`src/rtl/video_cfg_ctl.sv`:
```
// video_cfg_ctl: shadow/live configuration registers for video_sync with frame-boundary commit and 50/60Hz settle.
// Optional readback mux enabled by defining VCFG_RDBK_EN.
module video_cfg_ctl #(
    parameter int unsigned SETTLE_FRAMES = 2,
    parameter logic [4:0]  GO_OFFS_RST   = 5'd4
) (
    input  logic       clk,
    input  logic       rst,
    input  logic       c3,
    input  logic       frame_start,
    input  logic       wr_en,
    input  logic [2:0] wr_addr,
    input  logic [7:0] wr_data,
    output logic [8:0] hpix_beg,
    output logic [8:0] hpix_end,
    output logic [8:0] vpix_beg,
    output logic [8:0] vpix_end,
    output logic [4:0] go_offs,
    output logic [1:0] x_offs,
    output logic [7:0] cstart,
    output logic [8:0] rstart,
    output logic [7:0] hint_beg,
    output logic [8:0] vint_beg,
    output logic       cfg_60hz,
    output logic       nogfx,
    output logic       y_offs_wr,
    output logic       cfg_pend,
    input  logic [2:0] rd_addr,
    output logic [7:0] rd_data
);
    typedef enum logic [1:0] {IDLE, PEND, SETTLE} state_t;
    state_t state, state_nx;
    logic [1:0] sh_rres, sh_xoffs;
    logic       sh_60, sh_nogfx, live_nogfx, dirty;
    logic [4:0] sh_go;
    logic [7:0] sh_cstart;
    logic [3:0] settle_cnt;
    logic       commit, wr_grp, toggle, do_copy, last;
    logic [8:0] hb, he, vb, ve;

    assign commit   = frame_start && c3;
    assign wr_grp   = wr_en && (wr_addr == 3'd0 || wr_addr == 3'd1 || wr_addr == 3'd4);
    assign toggle   = sh_60 != cfg_60hz;
    assign do_copy  = commit && (state == PEND || (state == SETTLE && dirty));
    assign last     = commit && state == SETTLE && !(dirty && toggle) && settle_cnt == 4'd1;
    assign nogfx    = live_nogfx || state == SETTLE;
    assign cfg_pend = dirty;

    assign hb = sh_rres == 2'd0 ? 9'd140 : sh_rres == 2'd3 ? 9'd88 : 9'd108;
    assign he = sh_rres == 2'd0 ? 9'd396 : sh_rres == 2'd3 ? 9'd448 : 9'd428;
    assign vb = sh_rres == 2'd0 ? 9'd80 : sh_rres == 2'd1 ? 9'd76 : sh_rres == 2'd2 ? 9'd56 : 9'd32;
    assign ve = sh_rres == 2'd0 ? 9'd272 : sh_rres == 2'd1 ? 9'd276 : sh_rres == 2'd2 ? 9'd296 : 9'd320;

    always_ff @(posedge clk)
        state <= rst ? IDLE : state_nx;

    // a group write landing on the commit clock keeps the FSM pending for the next frame
    always_comb begin
        state_nx = state;
        case (state)
            IDLE:    state_nx = wr_grp ? PEND : IDLE;
            PEND:    state_nx = !commit ? PEND : toggle ? SETTLE : wr_grp ? PEND : IDLE;
            SETTLE:  state_nx = !last ? SETTLE : wr_grp ? PEND : IDLE;
            default: state_nx = IDLE;
        endcase
    end

    always_ff @(posedge clk) begin
        if (rst) begin
            sh_rres    <= 2'd0;
            sh_60      <= 1'b0;
            sh_nogfx   <= 1'b0;
            sh_xoffs   <= 2'd0;
            sh_go      <= GO_OFFS_RST;
            sh_cstart  <= 8'd0;
            dirty      <= 1'b0;
            settle_cnt <= 4'd0;
            hpix_beg   <= 9'd140;
            hpix_end   <= 9'd396;
            vpix_beg   <= 9'd80;
            vpix_end   <= 9'd272;
            go_offs    <= GO_OFFS_RST;
            x_offs     <= 2'd0;
            cstart     <= 8'd0;
            cfg_60hz   <= 1'b0;
            live_nogfx <= 1'b0;
            rstart     <= 9'd0;
            hint_beg   <= 8'd2;
            vint_beg   <= 9'd0;
            y_offs_wr  <= 1'b0;
        end else begin
            y_offs_wr <= wr_en && (wr_addr == 3'd2 || wr_addr == 3'd3);
            dirty     <= wr_grp || (dirty && !do_copy);
            if (do_copy) begin
                hpix_beg   <= hb;
                hpix_end   <= he;
                vpix_beg   <= vb;
                vpix_end   <= ve;
                go_offs    <= sh_go;
                x_offs     <= sh_xoffs;
                cstart     <= sh_cstart;
                cfg_60hz   <= sh_60;
                live_nogfx <= sh_nogfx;
            end
            if (do_copy && toggle)
                settle_cnt <= 4'(SETTLE_FRAMES);
            else if (commit && state == SETTLE)
                settle_cnt <= settle_cnt - 4'd1;
            if (wr_en)
                case (wr_addr)
                    3'd0: {sh_nogfx, sh_60, sh_rres} <= wr_data[3:0];
                    3'd1: {sh_go, sh_xoffs} <= wr_data[6:0];
                    3'd2: rstart[7:0] <= wr_data;
                    3'd3: rstart[8] <= wr_data[0];
                    3'd4: sh_cstart <= wr_data;
                    3'd5: hint_beg <= wr_data;
                    3'd6: vint_beg[7:0] <= wr_data;
                    3'd7: vint_beg[8] <= wr_data[0];
                endcase
        end
    end

`ifdef VCFG_RDBK_EN
    always_comb begin
        rd_data = 8'h00;
        case (rd_addr)
            3'd0:    rd_data = {4'b0, sh_nogfx, sh_60, sh_rres};
            3'd1:    rd_data = {1'b0, sh_go, sh_xoffs};
            3'd2:    rd_data = rstart[7:0];
            3'd3:    rd_data = {7'b0, rstart[8]};
            3'd4:    rd_data = sh_cstart;
            3'd5:    rd_data = hint_beg;
            3'd6:    rd_data = vint_beg[7:0];
            default: rd_data = {7'b0, vint_beg[8]};
        endcase
    end
`else
    logic unused_rd;
    assign unused_rd = ^rd_addr;
    assign rd_data   = 8'h00;
`endif
endmodule

```
`config.mk`:
```
export PLATFORM = sky130hd
export DESIGN_NAME = video_cfg_ctl
export DESIGN_NICKNAME = d
export VERILOG_FILES = /design/src/rtl/video_cfg_ctl.sv
export SDC_FILE = /design/constraint.sdc
export NUM_CORES = 1
export LEC_CHECK = 0
export BUFFER_PORTS_ARGS = -buffer_cell sky130_fd_sc_hd__buf_4
export CORE_MARGIN = 2
export CORE_UTILIZATION = 50
export DETAILED_ROUTE_END_ITERATION = 12
export PLACE_DENSITY_LB_ADDON = 0.08
export RECOVER_POWER = 50
export SETUP_SLACK_MARGIN = 0.5
export SLEW_MARGIN = 0
export SYNTH_ARGS = -nofsm -noshare
export SYNTH_HDL_FRONTEND = slang
export SYNTH_SLANG_ARGS = --single-unit
```
`constraint.sdc`:
```
create_clock -name clk -period 1.5 [get_ports clk]
set_input_delay 0.225 -clock clk [delete_from_list [all_inputs] [get_ports clk]]
set_output_delay 0.225 -clock clk [all_outputs]
set_load 0.01 [all_outputs]
```
==> metrics.md, run 1 <==
| Metric | Value |
|---|---|
| Max cap viols | 0 |
| Drt pass-1 iters | 4 |
| CTS root buf | clkbuf_8 |
| FP Rows | 29 |
| Global Route met3 Usage | 7.507% |
| Via density | 5.038 |
| Hold Vio Cnt, Final | 0 |
| Final period util | 94.87% |
| Die Area | 0.007404 mm² |
| Synth top cells by count | 80 x dfxtp_1, 80 x nand2_1, 42 x nor2_1 |
| CTS buffer count | 9 |
| Ant diodes | 0 |
| Syn Inst Count | 387 |
| Flops & latches, synth | 80 |
| Worst-margin pin slew | 0.6040 ns |
| FF/Latch Area | 0.001665 mm² |
| Core area | 0.006422 mm² |
| Post-Route WL | 8714 µm |
| Setup ws final | 0.07693 ns |
| Cell variety after synth | 36 |
| Avg Cell Area, Syn | 8.697 µm² |
| P per Cell Area | 829.0 mW/mm² |
| Drt initial violations | 122 |
| CTS max path bufs | 2 |
| Total gr overflow | 0 |
| Final nets | 526 |
| Worst endpoint required time | 1.78 ns |
| Slowest CP cell | dfxtp_4 |
| CP arrival | 1.70 ns |
| Pre-CTS WS | 0.1339 ns |
| CP top delay family | compound AO/OA/AOI/OAI gates |
| Final setup violation count | 0 |
| Multi-input combinational cell area | 0.001739 mm² |
| Layout Cells excl Fill | 582 |
| Final Wtd Congestion | 0.7780 |
| First-pass GRT wire length | 13560 µm |
| Met1 Use GR | 29.43% |
| Worst-Skew Late Latency | 0.35 ns |
| Top Usage Layer GRT | met2 |
| Sum Neg Setup Slack | 0 ns |
| IO Count | 108 |
| EDFF count, synth | 0 |
| CP peak stage delay | 0.37 ns |
| Reg2reg setup slack | 0.08 ns |
| Initial core utilization | 52.41% |
| Unrepaired setup endpoints after global routing | true |
| Synth top area share | 47.58% |
| Sink Count | 80 |
| Hold Buf Count CTS | 0 |
| TritonCTS clock tree | done |
| Crit path cell chain | and3b_2, o21ba_4, buf_6, nand2_1, a21oi_2 |
| Initial antenna violation count | 0 |
| Worst hold path class | input pin to flop |
| Fmax | 702.7 MHz |
| DRC | 0 |
| Layout Area Growth over Synthesis | 49.18% |
| Die Y-Extent | 86.05 µm |
| Largest net degree at the start of global routing | 30 |
| Placed Area | 0.003945 mm² |
| Rel. slew slack | 59.73% |
| Vias in the first global route | 2797 |
| Pleak | 0.002073 µW |
| Leading area contributor after synthesis | dfxtp_1 |
| Synth top area cells | dfxtp_1 48%, buf_4 8.9%, nand2_1 8.9% |
| Average wire per standard cell | 14.97 µm |
| H-tree Lvls | 3 |
| Post-Syn Area | 0.003366 mm² |
| Critical path endpoint category | flop |
| Maximum resistive drop on vdd | 607.0 µV |
| Global Route Usage Sum | 23.51% |
| Post-detail-place hpwl | 5023 µm |
| CP max FO | 7 |
| GR Util met2 | 38.20% |
| Worst Path Buf+Inv | 1 |
| Seq/Total Area, Yosys | 47.58% |
| Cell count after placement | 524 |
| Kind of critical path | flop to flop |
| Design Area, Final | 0.005021 mm² |
| Status | completed |
| Critical Path Start Type | flop |
| Layout cells sized above 1 | 48.91% |
| # fillers | 451 |
| Tmin final | 1.423 ns |
| Clock skew | 0.006498 ns |
| YS warnings | 0 |
| DIE WIDTH | 86.05 µm |
| Ys flop type | dfxtp_1 |
| Max Slew Vio Count | 0 |
| Antenna Nets Post-Route | 0 |
| Clock-pin slew on the worst setup and hold paths | 0.08 ns |
| Via count | 2932 |
| IO buf count | 79 |
| Ys async rst share | 0% |
cell usage in the layout, fill, tap and decap left out, drive strengths merged, types with 2 or more instances in the layout:
| cell | instances |
|---|---|
| ha | 7 |
| nand3 | 3 |
| inv | 9 |
| nand2b | 4 |
| mux2i | 29 |
| clkinvlp | 2 |
| nand4 | 2 |
| nor2b | 3 |
| o21ai | 5 |
| xor2 | 2 |
| conb | 25 |
| a21oi | 39 |
| buf | 129 |
| xnor2 | 2 |
| nand4b | 2 |
| dfxtp | 80 |
| clkinv | 2 |
| or2 | 4 |
| nor2 | 44 |
| nand2 | 80 |
| clkbuf | 13 |
| nor3 | 6 |
routing by layer:
layer | part of all wire [%] | routed length [µm]
met1 | 43 | 3766
met2 | 50 | 4319
met4 | 1.3 | 117
met5 | 0 | 0
met3 | 5.9 | 511
power by group:
group,switching (µW),total (µW),internal (µW)
clock network,810,1630,820
logic,214,363,149
registers,25.3,2170,2140
total,1050,4160,3110
worst reg2reg max path, cell delays in order (launching register included):
cell and delay (ns):
dfxtp_4 0.37, and3b_2 0.31, o21ba_4 0.27, buf_6 0.15, nand2_1 0.09, a21oi_2 0.16
stage by stage:
step,power (µW),util [%],hold slack (ns)
after global routing,4337,78.18,0.1299
after global placement,2524,61.43,0.4394
final,4162,78.18,0.1376
after floorplan,2467,-,0.3490
after detailed placement,2529,61.43,0.4456
after CTS,4166,75.80,0.1313
area by class of cell:
type                    instances  area share [%]
multi-input cells             269           34.64
clock buffers                  10           2.741
repair buffers                132           25.59
flip-flops and latches         80           33.17
well taps                      77           1.919
inverters                       8          0.5981
clock inverters                 6           1.346
final timing paths:
check | start | depth (start not counted) | endpoint
max | state[0]$_SDFF_PP0_ | 5 | cstart[7]$_SDFFE_PP0P_
min | wr_data[7] | 3 | rstart[7]$_SDFFE_PP0P_
max reg2reg | state[0]$_SDFF_PP0_ | 5 | cstart[7]$_SDFFE_PP0P_
min reg2reg | sh_go[0]$_SDFFE_PP0P_ | 2 | go_offs[0]$_SDFFE_PP0P_
cell families after synthesis:
kind of cell	after synthesis	synth area share [%]
AOI/OAI and AO/OA	52	8.662
xor gates and xnor gates	4	1.041
adders and majority gates	7	2.602
buffers and inverters	61	11.38
DFF	80	47.58
muxes	29	8.625
other	2	0.2231
and+or+nand+nor	152	19.89
sequential cells by signal (all words and copies together) (netlist names), 2 cells and up:
name,flops
settle_cnt,4
sh_cstart,8
state,2
hint_beg,8
sh_xoffs,2
rstart,9
vpix_beg,3
sh_go,5
sh_rres,2
vint_beg,9
hpix_beg,2
go_offs,5
cstart,8
vpix_end,4
x_offs,2
what timing repair did:
action | 4_1_cts | 5_1_grt
gates resized for setup | 176 | 23
gates cloned | 3 | 0
setup buffers | 26 | 13
setup endpoints to repair | 98 | 102
pin swaps | 38 | 8
No activity file was read; power rests on OpenSTA's default activity.
==> run 2: changes to the inputs <==
--- a/config.mk
+++ b/config.mk
@@ -12,7 +12,6 @@
 export PLACE_DENSITY_LB_ADDON = 0.08
 export RECOVER_POWER = 50
 export SETUP_SLACK_MARGIN = 0.5
-export SLEW_MARGIN = 0
 export SYNTH_ARGS = -nofsm -noshare
 export SYNTH_HDL_FRONTEND = slang
 export SYNTH_SLANG_ARGS = --single-unit
==> constraint.sdc (replaced) <==
create_clock -name clk -period 1.5 [get_ports clk]
set_input_delay 0.075 -clock clk [delete_from_list [all_inputs] [get_ports clk]]
set_output_delay 0.075 -clock clk [all_outputs]
set_load 0.01 [all_outputs]
==> run 2 against run 1 <==
Via count down 6.2%. Cell count down 4.1%. Global-route usage down 2.8 points. Worst hold slack worse by 0.13 ns. Sequential cell count unchanged. Critical path depth unchanged. Register-to-register slack better by 0.04 ns. Critical path type unchanged.
==> metrics.md, run 2 (synthesized netlist as in run 1, its figures left out) <==
| Metric | Value |
|---|---|
| Status | completed (unchanged) |
| Max cap viols | 0 (unchanged) |
| Placed Area | 0.003924 mm² (was 0.003945 mm²) |
| Critical path endpoint category | flop (unchanged) |
| Sum Neg Setup Slack | 0 ns (unchanged) |
| CTS max path bufs | 2 (unchanged) |
| Max Slew Vio Count | 0 (unchanged) |
| TritonCTS clock tree | done (unchanged) |
| FP Rows | 29 (unchanged) |
| IO buf count | 79 (unchanged) |
| Crit path cell chain | and3b_2, o21bai_4, clkbuf_16, nand2_1, a21oi_1 (was and3b_2, o21ba_4, buf_6, nand2_1, a21oi_2) |
| CTS root buf | clkbuf_8 (unchanged) |
| Vias in the first global route | 2468 (was 2797) |
| Largest net degree at the start of global routing | 34 (was 30) |
| Pleak | 0.001746 µW (was 0.002073 µW) |
| First-pass GRT wire length | 12050 µm (was 13560 µm) |
| P per Cell Area | 944.3 mW/mm² (was 829.0 mW/mm²) |
| IO Count | 108 (unchanged) |
| Clock-pin slew on the worst setup and hold paths | 0.08 ns (about the same) |
| Rel. slew slack | 42.32% (was 59.73%) |
| Die Area | 0.007404 mm² (unchanged) |
| H-tree Lvls | 3 (unchanged) |
| Slowest CP cell | dfxtp_4 (unchanged) |
| Drt initial violations | 141 (was 122) |
| Kind of critical path | flop to flop (unchanged) |
| Most frequent cells in the layout | 70 x dfxtp_1, 62 x buf_4, 59 x nand2_1 (was 75 x buf_6, 55 x nand2_1, 52 x buf_4) |
| CP max FO | 7 (unchanged) |
| Final Wtd Congestion | 0.7896 (was 0.7780) |
| Ant diodes | 0 (unchanged) |
| Tmin final | 1.382 ns (was 1.423 ns) |
| Initial core utilization | 52.41% (unchanged) |
| Unrepaired setup endpoints after global routing | true (unchanged) |
| Critical Path Start Type | flop (unchanged) |
| Most common cell after layout, fill and taps aside | dfxtp_1 (was buf_6) |
| DIE WIDTH | 86.05 µm (unchanged) |
| Final setup violation count | 0 (unchanged) |
| Design Area, Final | 0.004436 mm² (was 0.005021 mm²) |
| Sink Count | 80 (unchanged) |
| Reg2reg setup slack | 0.12 ns (was 0.08 ns) |
| Maximum resistive drop on vdd | 499.7 µV (was 607.0 µV) |
| Antenna Nets Post-Route | 0 (unchanged) |
| Drt pass-1 iters | 4 (unchanged) |
| Hold Vio Cnt, Final | 0 (unchanged) |
| Initial antenna violation count | 0 (unchanged) |
| Worst-margin pin slew | 0.8621 ns (was 0.6040 ns) |
| Layout Cells excl Fill | 558 (was 582) |
| Layout cells sized above 1 | 31.39% (was 48.91%) |
| Layout Area Growth over Synthesis | 31.78% (was 49.18%) |
| Global Route Usage Sum | 20.71% (was 23.51%) |
| Average wire per standard cell | 14.48 µm (was 14.97 µm) |
| Via density | 4.928 (was 5.038) |
| Clock skew | 0.005987 ns (was 0.006498 ns) |
| Biggest regs | rstart (9), vint_beg (9) (unchanged) |
| CP peak stage delay | 0.38 ns (was 0.37 ns) |
| CTS buffer count | 9 (unchanged) |
| Worst-Skew Late Latency | 0.34 ns (was 0.35 ns) |
| Final nets | 502 (was 526) |
| Cell count after placement | 521 (was 524) |
| Via count | 2750 (was 2932) |
| CP arrival | 1.65 ns (was 1.70 ns) |
| Post-detail-place hpwl | 5111 µm (was 5023 µm) |
| Die Y-Extent | 86.05 µm (unchanged) |
| Final Util | 69.06% (was 78.18%) |
| Total gr overflow | 0 (unchanged) |
| Worst endpoint required time | 1.77 ns (was 1.78 ns) |
| Core area | 0.006422 mm² (unchanged) |
| Worst hold path class | input pin to flop (unchanged) |
| Fmax | 723.6 MHz (was 702.7 MHz) |
| Final period util | 92.14% (was 94.87%) |
| Post-Route WL | 8082 µm (was 8714 µm) |
| DRC | 0 (unchanged) |
## run 2: cell count changes in the layout (fill, tap and decap cells not counted), moves of 4 or more
cell	change
buf_6	-72
nand2_1	+4
buf_4	+10
a21oi_1	+4
dfxtp_2	-23
dfxtp_1	+25
clkbuf_1	+35
a21oi_2	-4
## run 2: stage by stage
| stage | worst slack [ns] | hold slack [ns] | total power, µW |
|---|---|---|---|
| after floorplan | 0.2526 | 0.1990 | 2457 |
| after global placement | 0.1004 | 0.3520 | 2522 |
| after detailed placement | 0.05449 | 0.3590 | 2528 |
| after CTS | 0.1398 | 0.002832 | 4204 |
| after global routing | 0.05338 | 0.004316 | 4323 |
| final | 0.1179 | 0.01078 | 4189 |
## run 2: report_power, final
part	switching, µW	total (µW)	leakage, µW	internal (µW)
Sequential	23.7	2170	0.000652	2150
Combinational	204	327	0.000990	123
Clock	777	1690	0.000104	914
Total	1010	4190	0.00175	3180
## run 2: worst paths after layout
kind | to | from | depth (start not counted)
worst max-delay path | x_offs[0]$_SDFFE_PP0P_ | state[0]$_SDFF_PP0_ | 5
worst min-delay path | vint_beg[4]$_SDFFE_PP0P_ | wr_data[4] | 3
worst max register to register | x_offs[0]$_SDFFE_PP0P_ | state[0]$_SDFF_PP0_ | 5
worst min register to register | vpix_beg[5]$_SDFFE_PP0P_ | vpix_beg[5]$_SDFFE_PP0P_ | 2
## run 2: what timing repair did
item                                   in CTS  in global routing
pin swaps                                  10                 18
endpoints found under the hold margin       3                  0
gates resized for setup                    25                 43
setup endpoints to repair                  35                 38
hold buffers                                1                  0
buffers inserted                            8                  9
cloned                                      0                  3
## run 2: worst max-delay path, delay by kind of cell, from the launching register on
family / cells / cell delay, ns
buffers and inverters: 1 / 0.22
AO/OA/AOI/OAI: 2 / 0.39
flip-flops: 1 / 0.38
AND/OR/NAND/NOR: 2 / 0.32
## run 2: final cells by class
class                   count  area [µm²]
flip-flops and latches     80        1629
clock inverters             4       50.05
fillers                   560        1987
repair buffers            107       762.0
well taps                  77       96.34
multi-input cells         270        1702
inverters                   8       30.03
clock buffers              12       166.4
## run 2: metal layers
layer  GRT usage (%)  vias up  share of wire (%)
met2           34.11       66                 49
met1           26.88     1288                 45
met3           3.465       13                3.9
met4           8.658        0                1.6
met5               0        -                  0
li1                -     1383                  -
==> run 3: changes to the inputs <==
--- a/config.mk
+++ b/config.mk
@@ -6,7 +6,6 @@
 export NUM_CORES = 1
 export LEC_CHECK = 0
 export BUFFER_PORTS_ARGS = -buffer_cell sky130_fd_sc_hd__buf_4
-export CORE_MARGIN = 2
 export CORE_UTILIZATION = 50
 export DETAILED_ROUTE_END_ITERATION = 12
 export PLACE_DENSITY_LB_ADDON = 0.08
==> run 3 against run 2 <==
The run now ends with design-rule violations left. Combinational power barely moved. Core utilization fell by 0.82 points. Sequential power barely moved.
==> metrics.md, run 3 (synthesized netlist as in run 1, its figures left out) <==
| Metric | Value |
|---|---|
| Status | finished, violations left (was completed) |
| Failing checks | design-rule violations |
| Most common cell after layout, fill and taps aside | dfxtp_1 (unchanged) |
| CTS max path bufs | 2 (unchanged) |
| Critical Path Start Type | flop (unchanged) |
| Hold Path Depth | 3 (unchanged) |
| TritonCTS clock tree | done (unchanged) |
| GR Util met2 | 32.49% (was 34.11%) |
| Kind of critical path | flop to flop (unchanged) |
| Hold endpoint | vint_beg[5]$_SDFFE_PP0P_ (was vint_beg[4]$_SDFFE_PP0P_) |
| Drt initial violations | 131 (was 141) |
| Tmin final | 1.344 ns (was 1.382 ns) |
| Unrepaired setup endpoints after global routing | true (unchanged) |
| Global Route Usage Sum | 21.22% (was 20.71%) |
| First-pass GRT wire length | 11670 µm (was 12050 µm) |
| Worst-margin pin slew | 1.259 ns (was 0.8621 ns) |
| FP Rows | 29 (unchanged) |
| Hold Vio Cnt, Final | 0 (unchanged) |
| H-tree Lvls | 3 (unchanged) |
| Vias in the first global route | 2291 (was 2468) |
| Antenna Nets Post-Route | 0 (unchanged) |
| Layout Area Growth over Synthesis | 30.22% (was 31.78%) |
| P per Cell Area | 932.5 mW/mm² (was 944.3 mW/mm²) |
| Rel. slew slack | 16.07% (was 42.32%) |
| Core area | 0.006422 mm² (unchanged) |
| Placed Area | 0.003924 mm² (unchanged) |
| Final nets | 494 (was 502) |
| Final Util | 68.24% (was 69.06%) |
| Critical path endpoint category | flop (unchanged) |
| DIE WIDTH | 84.05 µm (was 86.05 µm) |
| Most frequent cells in the layout | 70 x dfxtp_1, 68 x nand2_1, 55 x buf_4 (was 70 x dfxtp_1, 62 x buf_4, 59 x nand2_1) |
| Reg2reg setup slack | 0.16 ns (was 0.12 ns) |
| CP arrival | 1.52 ns (was 1.65 ns) |
| Fmax | 744.0 MHz (was 723.6 MHz) |
| Post-Route WL | 7855 µm (was 8082 µm) |
| R2r endpoint | cstart[4]$_SDFFE_PP0P_ (was x_offs[0]$_SDFFE_PP0P_) |
| Sum Neg Setup Slack | 0 ns (unchanged) |
| Initial core utilization | 52.41% (unchanged) |
| CTS buffer count | 9 (unchanged) |
| Ant diodes | 0 (unchanged) |
| CP max FO | 6 (was 7) |
| Max cap viols | 0 (unchanged) |
| Min-delay src | wr_data[5] (was wr_data[4]) |
| Clock-pin slew on the worst setup and hold paths | 0.09 ns (was 0.08 ns) |
| Die Area | 0.007064 mm² (was 0.007404 mm²) |
| Maximum resistive drop on vdd | 681.5 µV (was 499.7 µV) |
| Biggest regs | rstart (9), vint_beg (9) (unchanged) |
| Worst endpoint required time | 1.68 ns (was 1.77 ns) |
| Max Slew Vio Count | 0 (unchanged) |
| Largest net degree at the start of global routing | 63 (was 34) |
| Worst-Skew Late Latency | 0.35 ns (was 0.34 ns) |
| Initial antenna violation count | 0 (unchanged) |
| Sink Count | 80 (unchanged) |
| Design Area, Final | 0.004383 mm² (was 0.004436 mm²) |
| CTS root buf | clkbuf_8 (unchanged) |
| IO Count | 108 (unchanged) |
| Final period util | 89.60% (was 92.14%) |
| Worst reg2reg startpoint | state[0]$_SDFF_PP0_ (unchanged) |
| Via count | 2703 (was 2750) |
| Final setup violation count | 0 (unchanged) |
| Via density | 4.915 (was 4.928) |
| Global Route met3 Usage | 3.066% (was 3.465%) |
| Top Usage Layer GRT | met2 (unchanged) |
| Pleak | 0.001731 µW (was 0.001746 µW) |
| Worst hold path class | input pin to flop (unchanged) |
| Total gr overflow | 0 (unchanged) |
| Post-detail-place hpwl | 4807 µm (was 5111 µm) |
| Hold slack | 0.01003 ns (was 0.01078 ns) |
| Final Power | 4087 µW (was 4189 µW) |
| Clock skew | 0.008501 ns (was 0.005987 ns) |
| Final Wtd Congestion | 0.7426 (was 0.7896) |
| Die Y-Extent | 84.05 µm (was 86.05 µm) |
| Average wire per standard cell | 14.28 µm (was 14.48 µm) |
| R2R depth | 5 (unchanged) |
| IO buf count | 79 (unchanged) |
| Met1 Use GR | 30.01% (was 26.88%) |
| Drt pass-1 iters | 8 (was 4) |
| DRC | 10 (was 0) |
| Layout cells sized above 1 | 30.87% (was 31.39%) |
run 3: worst max-delay path by stage:
stage	slack (ns)	cells past startpoint	to	from
CTS	0.21	4	nogfx	state[0]$_SDFF_PP0_
floorplan	0.25	4	state[1]$_SDFF_PP0_	state[0]$_SDFF_PP0_
detailed placement	0.19	5	cstart[7]$_SDFFE_PP0P_	state[0]$_SDFF_PP0_
global placement	0.21	6	state[1]$_SDFF_PP0_	settle_cnt[1]$_SDFFE_PP0P_
global route	0.11	5	go_offs[4]$_SDFFE_PP0P_	state[0]$_SDFF_PP0_
finish	0.16	5	cstart[4]$_SDFFE_PP0P_	state[0]$_SDFF_PP0_
run 3: timing repair:
| action | CTS | global route |
|---|---|---|
| pin swaps | 3 | 18 |
| endpoints found under the setup margin | 35 | 38 |
| gates cloned | 1 | 2 |
| hold buffers | 5 | 0 |
| hold endpoints to repair | 5 | 0 |
| buffers inserted | 3 | 2 |
| resized for setup | 19 | 51 |
run 3: cell type report:
class	instances	area, µm²
Clock buffer	9	123.9
Clock inverter	7	70.07
Tap cell	77	96.34
Timing Repair Buffer	100	721.9
Fill cell	564	2039
Sequential cell	80	1624
Multi-Input combinational cell	269	1717
Inverter	8	30.03
run 3: metal layers:
| layer | wire (µm) | vias to the layer above |
|---|---|---|
| li1 | - | 1365 |
| met1 | 3662 | 1261 |
| met2 | 3796 | 69 |
| met3 | 299 | 8 |
| met4 | 97 | 0 |
| met5 | 0 | - |
run 3: worst max-delay path, stage by stage (launching register included):
cell and delay, ns:
dfxtp_4 0.37, and3b_2 0.25, o21ba_4 0.26, clkbuf_16 0.18, nand2_2 0.06, a21oi_1 0.06
run 3: power by group:
group          internal (µW)  switching (µW)  total (µW)  leakage, µW
Clock                    772             812        1580    0.0000998
Combinational            123             207         330     0.000979
Sequential              2150            22.8        2170     0.000653
Total                   3050            1040        4090      0.00173
run 3: through the flow:
step,instances,worst slack (ns)
global route,550,0.1124
finish,550,0.1559
CTS,546,0.2070
global placement,521,0.2091
floorplan,410,0.2526
detailed placement,521,0.1866
